--- src/rtl/bit_stream_serializer.sv ---
// Parallel-in, serial-out stage feeding the 101 sequence detector.
// Accepts WIDTH-bit words on a valid/ready handshake and emits one bit per
// clock. A new word can be taken on the last bit of the current one, so
// consecutive words stream out with no idle gap.
//
// state | meaning
// ------+------------------------------------------------------------
// IDLE  | no word in flight; serial_out parked at IDLE_LEVEL, ready=1
// SHIFT | word in flight; one bit per clock, ready only on last bit
module bit_stream_serializer #(
    parameter int WIDTH      = 8,
    parameter bit MSB_FIRST  = 1'b1,
    parameter bit IDLE_LEVEL = 1'b0,
    localparam int CW        = (WIDTH > 1) ? $clog2(WIDTH) : 1
) (
    input  logic             clk,
    input  logic             rst_n,
    input  logic [WIDTH-1:0] din,
    input  logic             din_valid,
    output logic             din_ready,
    output logic             serial_out,
    output logic             serial_valid,
    output logic             frame_done,
    output logic [CW-1:0]    bit_index
);

    localparam logic [CW-1:0] LAST = CW'(WIDTH - 1);

    typedef enum logic {
        IDLE  = 1'b0,
        SHIFT = 1'b1
    } state_t;

    state_t           state, state_nxt;
    logic [WIDTH-1:0] shreg, shreg_nxt;
    logic [CW-1:0]    cnt, cnt_nxt;
    logic [WIDTH-1:0] shifted;
    logic             last_bit;
    logic             accept;

    // Ready depends on registered state only, never on din_valid.
    assign last_bit  = (state == SHIFT) && (cnt == LAST);
    assign din_ready = (state == IDLE) || last_bit;
    assign accept    = din_valid && din_ready;

    // Shift toward the output end so the next bit lands on the tapped position.
    assign shifted = MSB_FIRST ? {shreg[WIDTH-2:0], 1'b0}
                               : {1'b0, shreg[WIDTH-1:1]};

    // State, shift register and bit counter; async reset discards any word in flight.
    always_ff @(posedge clk or negedge rst_n) begin
        if (!rst_n) begin
            state <= IDLE;
            shreg <= '0;
            cnt   <= '0;
        end else begin
            state <= state_nxt;
            shreg <= shreg_nxt;
            cnt   <= cnt_nxt;
        end
    end

    // Next-state logic: load on accept, shift mid-word, reload or drop to IDLE on last bit.
    always_comb begin
        state_nxt = state;
        shreg_nxt = shreg;
        cnt_nxt   = cnt;
        case (state)
            IDLE: begin
                if (accept) begin
                    state_nxt = SHIFT;
                    shreg_nxt = din;
                    cnt_nxt   = '0;
                end
            end
            SHIFT: begin
                if (cnt != LAST) begin
                    shreg_nxt = shifted;
                    cnt_nxt   = cnt + 1'b1;
                end else if (accept) begin
                    shreg_nxt = din;
                    cnt_nxt   = '0;
                end else begin
                    state_nxt = IDLE;
                    shreg_nxt = '0;
                    cnt_nxt   = '0;
                end
            end
            default: begin
                state_nxt = IDLE;
                shreg_nxt = '0;
                cnt_nxt   = '0;
            end
        endcase
    end

    // Outputs come straight from registers; din never reaches serial_out combinationally.
    always_comb begin
        serial_valid = (state == SHIFT);
        if (state == SHIFT) begin
            serial_out = MSB_FIRST ? shreg[WIDTH-1] : shreg[0];
        end else begin
            serial_out = IDLE_LEVEL;
        end
        frame_done = last_bit;
        bit_index  = cnt;
    end

endmodule

--- config.mk ---
export PLATFORM = sky130hd
export DESIGN_NAME = bit_stream_serializer
export DESIGN_NICKNAME = d
export VERILOG_FILES = /design/src/rtl/bit_stream_serializer.sv
export SDC_FILE = /design/constraint.sdc
export NUM_CORES = 1
export LEC_CHECK = 0
export BUFFER_PORTS_ARGS = -buffer_cell sky130_fd_sc_hd__buf_2
export CORE_ASPECT_RATIO = 0.9
export CORE_UTILIZATION = 48
export DETAILED_ROUTE_END_ITERATION = 7
export GPL_TIMING_DRIVEN = 0
export PLACE_DENSITY = 0.73
export SLEW_MARGIN = 30
export SYNTH_ARGS = -nofsm -noshare
export SYNTH_HDL_FRONTEND = slang
export SYNTH_SLANG_ARGS = --single-unit
--- constraint.sdc ---
create_clock -name clk -period 1.9 [get_ports clk]
set_clock_uncertainty 0.2 [all_clocks]
set_input_delay 0.095 -clock clk [delete_from_list [all_inputs] [get_ports clk]]
set_output_delay 0.095 -clock clk [all_outputs]
set_load 0.05 [all_outputs]
==> metrics.txt, run 1 <==
first-pass iteration count of the detailed router=4; initial core utilization=0.542; Reg area=302 µm²; CP Data Arrival Time=~1500 ps; Via Count=562; die span in x=42.2 µm; GR Util All Layers=0.218; combinational cell fraction of total power=0.579; number of cells produced by synthesis=59; Max Freq=about 550 MHz; number of global-route vias before repair=about 560; outcome=finished, final reports clean; share of async-settable or async-resettable flops after synthesis=1.00; post-synth net total=between 70 and 80; number of flops mapped to enable cells by yosys=0; top-area cell type share of the netlist area=0.429; clk slew on worst S/H paths=around 80 ps; total negative setup slack=0 ps; number of nets in the layout=slightly above 100; power per cell area=~1500 nW/µm²; Die Y-Extent=38.2 µm; library cell used as clock root buffer=sky130_fd_sc_hd__clkbuf_4; transition time of the tightest slew-check pin=about 290 ps; max-capacitance violation count=0; Max VDD drop=1.14 mV; Diodes inserted=0; Final Hold Viols=0; remaining number of nets flagged by the antenna check after routing=0; core region area=~1300 µm²; library cell appearing most often on the critical path=sky130_fd_sc_hd__ha_1; violation count after the first detailed-routing iteration=11; top cell type by total area after synthesis=sky130_fd_sc_hd__dfrtp_1; total standard cell area after synthesis=699 µm²; area growth from synthesis to layout=33.1%; synthesis-stage register bit count=12; drt total wl=around 1400 µm; net switching component of the power=about 0.00065 W; number of buffers and inverters on the critical path=2; area enclosed by the die boundary=around 1600 µm²; share of the clock period used by the worst path=0.962; share of total power in sequential cells=0.299; critical setup path kind=flop to output pin; main area contributors after synthesis=sky130_fd_sc_hd__dfrtp_1 (43%), sky130_fd_sc_hd__o221ai_2 (15%), sky130_fd_sc_hd__mux2i_1 (11%); largest net degree at the start of global routing=13; required time at the worst-slack endpoint=~1600 ps; crit start category=flop; final setup margin=slightly above 70 ps; most used standard cells in the synthesized netlist=sky130_fd_sc_hd__dfrtp_1 (12), sky130_fd_sc_hd__mux2i_1 (8), sky130_fd_sc_hd__nand3_1 (8); WL/cell=around 14 µm; series of cell instances along the critical path=ha_1, ha_1, buf_6, and2_1, buf_4; Power, Total=between 0.001 and 0.0015 W; final estimated routing congestion in global placement=0.657; Clock Sinks=12; proportion of synthesized chip area in sequential cells=0.429; IO Port Bufs=16; buffers from clock root to sink, at most=2; Max-slew headroom=0.805; number of distinct library cells after synthesis=15; worst-skew pair later-pin latency=between 200 and 300 ps; area used by multi-input combinational logic=328 µm²; fraction of layout cells with a size suffix above 1=0.393; number of non-filler instances in the completed layout=between 100 and 150; setup repair after global routing missed its margin=false; Crit path max-delay family=flip-flops; Slew Viols, Final=0; switching share of power=0.454; class of the most critical hold timing path=primary input to asynchronous set/reset pin; pre-CTS worst setup slack=164 ps; clock share of power=0.122; # DRC=0; Remaining Overflow, GRT=0; first-pass GRT wire length=2520 µm; Worst path max stage delay=around 410 ps; number of rows created at floorplan=12; element type at the critical path end=output pin; Inserted Clock Buffers=3; Layout fillers=between 100 and 150; Synth Warn #=0; Top FF cell, synth=sky130_fd_sc_hd__dfrtp_1; Slowest-stage cell, CP=sky130_fd_sc_hd__dfrtp_2; most used standard cell by instance count after synthesis=sky130_fd_sc_hd__dfrtp_1; post-detail-place hpwl=around 940 µm; P_leak=between 0.4 and 0.5 nW; via count normalized by instance count=5.46; setup violators final=0; clock tree from TritonCTS=yes; H-Tree Level Count=1; Mapped Avg Cell Area=11.9 µm²; highest net fanout along the worst path=10; final critical delay including setup and external delays=1830 ps; antenna violations before repair=0; cell count after placement=89; Int Pwr=between 0.0007 and 0.0008 W; Top-Level Pins=18
-- layout by cell type, fill, tap and decap left out, drive strengths merged, types with 2 or more instances in the layout --
cell         count
a22o             2
and2             2
buf             22
clkbuf           4
dfrtp           12
dlygate4sd3      9
ha               2
inv              7
mux2i            8
nand2b           3
nand3            8
o221ai           7
-- stage by stage --
step,instance area (µm²),utilization,hold slack [ps]
after floorplan,701,-,-401
after global placement,798,0.618,-211
after detailed placement,798,0.618,-211
after CTS,928,0.719,16.8
after global routing,931,0.721,37.1
final,931,0.721,21.0
-- worst register-to-register path, delay by kind of cell, from the launching register on --
family,cells,cell delay (ps)
buffers and inverters,2,330
and+or+nand+nor,1,150
adders and majority gates,2,380
DFF,1,410
AOI/OAI and AO/OA,1,170
-- area by class of cell --
cell class | count | area share
flip-flops and latches | 12 | 0.324
clock buffers | 4 | 0.0282
well taps | 14 | 0.0188
multi-input cells | 35 | 0.352
inverters | 7 | 0.0282
repair buffers | 27 | 0.212
plain buffers | 4 | 0.0363
-- flip-flops by register name, indices dropped and copies added (netlist names) --
register,count
serial_valid,1
bit_index,3
shreg,8
-- logic make-up after synthesis --
group | after synthesis | synth area share
adder cells (fa/ha/maj) | 2 | 0.0358
AND/OR/NAND/NOR | 14 | 0.118
flip-flops | 12 | 0.429
AO/OA/AOI/OAI | 11 | 0.200
buffers and inverters | 12 | 0.102
multiplexers | 8 | 0.114
-- final timing paths --
| check | start | to | slack (ps) | cells past startpoint |
|---|---|---|---|---|
| max in group asynchronous | rst_n | bit_index[0] | 1240 | 2 |
| min in group clk | din_valid | shreg[0] | 30 | 3 |
| hold reg to reg | bit_index[1] | bit_index[1] | 340 | 1 |
| hold / removal | rst_n | shreg[0] | 20 | 2 |
| setup reg to reg | bit_index[0] | shreg[4] | 170 | 6 |
| setup / recovery | bit_index[0] | frame_done | 70 | 5 |
-- power groups by stage --
stage | Sequential [W] | Combinational (W) | Clock (W)
finish | 0.000427 | 0.000826 | 0.000174
global route | 0.000441 | 0.000886 | 0.000183
CTS | 0.000428 | 0.000830 | 0.000179
detailed placement | 0.000439 | 0.000769 | 0
global placement | 0.000437 | 0.000756 | 0
floorplan | 0.000562 | 0.000492 | 0
-- repair_timing --
action	in CTS	in global routing
resized for setup	3	2
endpoints found under the setup margin	1	1
hold endpoints to repair	20	0
pin swaps	0	0
setup buffers	2	0
hold buffers	9	0
-- routing by layer --
layer / global-route usage / wire, µm
met5: 0 / 0
met4: 0.117 / 14
met3: 0.0755 / 74
met2: 0.362 / 695
met1: 0.252 / 650
Note: power is estimated with default switching activity, not from simulation.
==> run 2: changes to the inputs <==
Clock period 1.9 ns to 2 ns, I/O delays scaled along.
==> run 2 against run 1 <==
Net effect: first-iteration DRC count shrank 36%; critical endpoint is now din_ready; sequential power shrank 4.9%; die area is the same; power shrank 1.5%; critical path depth grew 1; largest cell class unchanged.
==> metrics.txt, run 2 (synthesized netlist as in run 1, its figures left out) <==
highest net fanout along the worst path=10 (unchanged); Clock Sinks=12 (unchanged); setup violators final=0 (unchanged); class of the most critical hold timing path=primary input to asynchronous set/reset pin; Die Y-Extent=38.2 µm (unchanged); clk slew on worst S/H paths=80 ps (about the same); Max Freq=520 MHz; area growth from synthesis to layout=36.1%; buffers from clock root to sink, at most=2 (unchanged); final critical delay including setup and external delays=just under 2000 ps; library cell used as clock root buffer=sky130_fd_sc_hd__clkbuf_4; antenna violations before repair=0 (unchanged); critical setup path kind=flop to output pin; final estimated routing congestion in global placement=0.700 (+6.5%); number of buffers and inverters on the critical path=3 (+1); flip-flop count of the largest register, all copies and words added=8 (unchanged); via count normalized by instance count=5.46 (about the same); die span in x=42.2 µm (unchanged); worst-skew pair later-pin latency=270 ps (about the same); Power, Total=0.00141 W (-1.5%); Crit path max-delay family=buffers and inverters; met1 Use GR=0.249 (-0.00300); largest net degree at the start of global routing=13 (unchanged); share of the clock period used by the worst path=0.961; most frequent standard cell in the layout excluding fill and tap cells=sky130_fd_sc_hd__buf_2; core occupancy in the finished layout=0.737 (+0.0165); IO Port Bufs=16 (unchanged); transition time of the tightest slew-check pin=282 ps (-10.9 ps); required time at the worst-slack endpoint=1700 ps (+100 ps); # DRC=0 (unchanged); number of non-filler instances in the completed layout=105 (+1.9%); first-pass GRT wire length=2260 µm (-10%); series of cell instances along the critical path=ha_1, ha_1, buf_6, nand2b_4, buf_6, buf_6; initial core utilization=0.542 (unchanged); max-capacitance violation count=0 (unchanged); remaining number of nets flagged by the antenna check after routing=0 (unchanged); outcome=finished, final reports clean; CP Data Arrival Time=1620 ps (+90 ps); Worst path max stage delay=390 ps (-20 ps); Max-slew headroom=0.812 (+0.00723); met2 usage=0.327 (-0.0346); clock tree from TritonCTS=yes; P_leak=0.448 nW (+3.8%); Diodes inserted=0 (unchanged); Max VDD drop=1.00 mV (-12%); first-pass iteration count of the detailed router=4 (unchanged); met3 Resource Use GR=0.0849 (+0.00943); number of global-route vias before repair=500 (-11%); Final Hold Viols=0 (unchanged); power per cell area=1480 nW/µm² (-3.7%); drt total wl=1420 µm (-1.3%); Slew Viols, Final=0 (unchanged); largest reg by FF count=shreg; violation count after the first detailed-routing iteration=7 (-4); post-detail-place hpwl=926 µm (-1.1%); cell count after placement=89 (unchanged); setup repair after global routing missed its margin=false; Inserted Clock Buffers=3 (unchanged); number of rows created at floorplan=12 (unchanged); crit start category=flop; core region area=1290 µm² (unchanged); Via Count=573 (+2.0%); total negative setup slack=0 ps (unchanged); fraction of layout cells with a size suffix above 1=0.407 (+0.0133); most frequent cells in the layout=sky130_fd_sc_hd__buf_2 (15), sky130_fd_sc_hd__dfrtp_1 (12), sky130_fd_sc_hd__dlygate4sd3_1 (9), sky130_fd_sc_hd__mux2i_1 (8), sky130_fd_sc_hd__nand3_1 (8); library cell appearing most often on the critical path=sky130_fd_sc_hd__buf_6; area enclosed by the die boundary=1610 µm² (unchanged); Top-Level Pins=18 (unchanged); element type at the critical path end=output pin; GR Util All Layers=0.200 (-0.0177); Most Used Layer, Global Route=met2; Remaining Overflow, GRT=0 (unchanged); Slowest-stage cell, CP=sky130_fd_sc_hd__dfrtp_1; WL/cell=13.5 µm (-3.2%); number of nets in the layout=105 (+1.9%); H-Tree Level Count=1 (unchanged)
run 2: final timing paths:
check	to	startpoint	cells past startpoint	slack, ps
max in group asynchronous	shreg[1]	rst_n	2	1350
min in group clk	shreg[0]	din_valid	3	60
setup reg to reg	shreg[7]	bit_index[0]	6	370
hold reg to reg	bit_index[2]	bit_index[2]	1	350
hold / removal	bit_index[2]	rst_n	2	20
setup / recovery	din_ready	bit_index[0]	6	80
run 2: repair_timing:
item	CTS	global route
endpoints found under the setup margin	1	1
endpoints found under the hold margin	20	0
setup buffers	1	2
resized for setup	1	1
hold buffers	9	0
run 2: where the power goes:
| part | internal [W] | total [W] | switching [W] |
|---|---|---|---|
| clock | 0.000111 | 0.000192 | 0.0000814 |
| sequential | 0.000340 | 0.000406 | 0.0000655 |
| combinational | 0.000337 | 0.000808 | 0.000472 |
run 2: routing by layer:
layer	up-vias	routed length [µm]
li1	275	-
met1	282	702
met2	14	636
met3	2	64
met4	0	11
met5	-	0
run 2: through the flow:
step	hold WS, ps	area, µm²	setup WS (ps)
floorplan	-396	699	74.6
global placement	-202	797	274
finish	22.8	952	78.2
global route	37.9	952	15.4
CTS	23.0	933	28.6
detailed placement	-206	797	277
run 2: cell type report:
type / count / area [µm²]
buffer: 5 / 45.0
clock buffer: 4 / 36.3
fill: 109 / 339
inverter: 7 / 26.3
multi-input combinational: 35 / 328
sequential: 12 / 300
tap: 14 / 17.5
timing repair buffer: 28 / 199
==> run 3: changes to the inputs <==
Settings changed: RECOVER_POWER set to 25.
==> run 3 against run 2 <==
Net effect: routed wire length is 0.14% higher; clock power hardly changed; maximum frequency hardly changed; global-route usage unchanged; sequential power is essentially flat; largest power group unchanged; highest routed layer unchanged; sequential share of layout area about the same; power barely moved; first-iteration DRC count is 14% higher; hold slack gained 40 ps; die area unchanged; critical path type unchanged.
==> metrics.txt, run 3 (synthesized netlist as in run 1, its figures left out) <==
number of stages on the worst hold path=3; most frequent cells in the layout=sky130_fd_sc_hd__buf_2 (14), sky130_fd_sc_hd__dfrtp_1 (12), sky130_fd_sc_hd__dlygate4sd3_1 (9), sky130_fd_sc_hd__mux2i_1 (8), sky130_fd_sc_hd__nand3_1 (8); final critical delay including setup and external delays=1920 ps (-0.0107 ps); register-to-register path setup slack=370 ps (about the same); drt total wl=1420 µm (+0.14%); power per cell area=1480 nW/µm² (about the same); Final Instance Area=951 µm² (-0.13%); number of global-route vias before repair=500 (unchanged); via count normalized by instance count=5.45 (-0.17%); transition time of the tightest slew-check pin=673 ps (+392 ps); Via Count=572 (-0.17%); worst reg2reg endpoint=shreg[7]; H-Tree Level Count=1 (unchanged); number of rows created at floorplan=12 (unchanged); outcome=finished, final reports clean; Max VDD drop=1.00 mV (about the same); hold worst-path end=shreg[0]; startpoint of the worst-slack reg-to-reg timing path=bit_index[0]; element type at the critical path end=output pin; met2 usage=0.327 (unchanged); worst-skew pair later-pin latency=270 ps (about the same); buffers from clock root to sink, at most=2 (unchanged); largest net degree at the start of global routing=13 (unchanged); WL/cell=13.5 µm (+0.14%); Slew Viols, Final=0 (unchanged); met3 Resource Use GR=0.0849 (unchanged); met1 Use GR=0.249 (unchanged); instance area after placement=797 µm² (unchanged); core occupancy in the finished layout=0.736 (-0.000969); number of nets in the layout=105 (unchanged); Max-slew headroom=0.551 (-0.261); max-capacitance violation count=0 (unchanged); critical setup path kind=flop to output pin; crit start category=flop; clock tree from TritonCTS=yes; final estimated routing congestion in global placement=0.700 (unchanged); setup violators final=0 (unchanged); GR Util All Layers=0.200 (unchanged); number of cells on the worst reg-to-reg path=6 (unchanged); HP Start=din_valid; first-pass GRT wire length=2260 µm (unchanged); library cell used as clock root buffer=sky130_fd_sc_hd__clkbuf_4; Final Hold Viols=0 (unchanged); total negative setup slack=0 ps (unchanged); worst hold slack=62.3 ps (+39.5 ps); Die Y-Extent=38.2 µm (unchanged); area enclosed by the die boundary=1610 µm² (unchanged); highest net fanout along the worst path=10 (unchanged); remaining number of nets flagged by the antenna check after routing=0 (unchanged); share of the clock period used by the worst path=0.961 (about the same); initial core utilization=0.542 (unchanged); Most Used Layer, Global Route=met2; Max Freq=520 MHz (about the same); area growth from synthesis to layout=36.0%; first-pass iteration count of the detailed router=3 (-1); P_leak=0.445 nW (-0.61%); flip-flop count of the largest register, all copies and words added=8 (unchanged); die span in x=42.2 µm (unchanged); Diodes inserted=0 (unchanged); final setup margin=78.2 ps (+0.0107 ps); most frequent standard cell in the layout excluding fill and tap cells=sky130_fd_sc_hd__buf_2; clk slew on worst S/H paths=70 ps (about the same); fraction of layout cells with a size suffix above 1=0.396 (-0.0110); antenna violations before repair=0 (unchanged); IO Port Bufs=16 (unchanged); Inserted Clock Buffers=3 (unchanged); Top-Level Pins=18 (unchanged); # DRC=0 (unchanged); required time at the worst-slack endpoint=1700 ps (about the same); pre-CTS worst setup slack=277 ps (unchanged); Layout fillers=109 (unchanged); largest reg by FF count=shreg; setup repair after global routing missed its margin=false; CP Data Arrival Time=1620 ps (about the same); violation count after the first detailed-routing iteration=8 (+1); Clock Sinks=12 (unchanged); post-detail-place hpwl=926 µm (unchanged); Remaining Overflow, GRT=0 (unchanged); class of the most critical hold timing path=primary input to flop; core region area=1290 µm² (unchanged)
[run 3: timing repair]
item,CTS,global route
buffers inserted,1,2
endpoints found under the hold margin,20,0
hold buffers,9,0
setup endpoints to repair,1,1
gates resized for setup,1,1
[run 3: layer usage]
metal / vias to the layer above / part of all wire
li1: 275 / -
met1: 281 / 0.50
met2: 14 / 0.45
met3: 2 / 0.045
met4: 0 / 0.0078
met5: - / 0
[run 3: area by class of cell]
class / count / area (µm²) / area share
Buffer: 5 / 45.0 / 0.0474
Clock buffer: 4 / 36.3 / 0.0382
Inverter: 7 / 26.3 / 0.0276
Multi-Input combinational cell: 35 / 328 / 0.345
Sequential cell: 12 / 300 / 0.316
Tap cell: 14 / 17.5 / 0.0184
Timing Repair Buffer: 28 / 198 / 0.208
[run 3: report_power, final]
part	switching, W	internal, W	total (W)
clock network	0.0000814	0.000111	0.000192
logic	0.000472	0.000336	0.000808
registers	0.0000654	0.000340	0.000405
[run 3: worst max-delay path by stage]
stage                      start        end  slack, ps  depth (start not counted)
CTS                 bit_index[1]  din_ready         30                          6
finish              bit_index[0]  din_ready         80                          6
global placement    bit_index[0]  din_ready        270                          6
global route        bit_index[0]  din_ready         20                          6
detailed placement  bit_index[0]  din_ready        280                          6
floorplan           bit_index[0]   shreg[1]         70                          6
[run 3: worst max-delay path, stage by stage, from the launching register on]
cell and delay, ps:
sky130_fd_sc_hd__dfrtp_1 390, sky130_fd_sc_hd__ha_1 200, sky130_fd_sc_hd__ha_1 180, sky130_fd_sc_hd__buf_6 140, sky130_fd_sc_hd__nand2b_4 130, sky130_fd_sc_hd__buf_6 150
sky130_fd_sc_hd__buf_6 160
[run 3: metrics by stage]
step | instances | power (W)
after floorplan | 59 | 0.000998
after global placement | 89 | 0.00113
after detailed placement | 89 | 0.00114
after CTS | 103 | 0.00137
after global routing | 105 | 0.00149
final | 105 | 0.00141
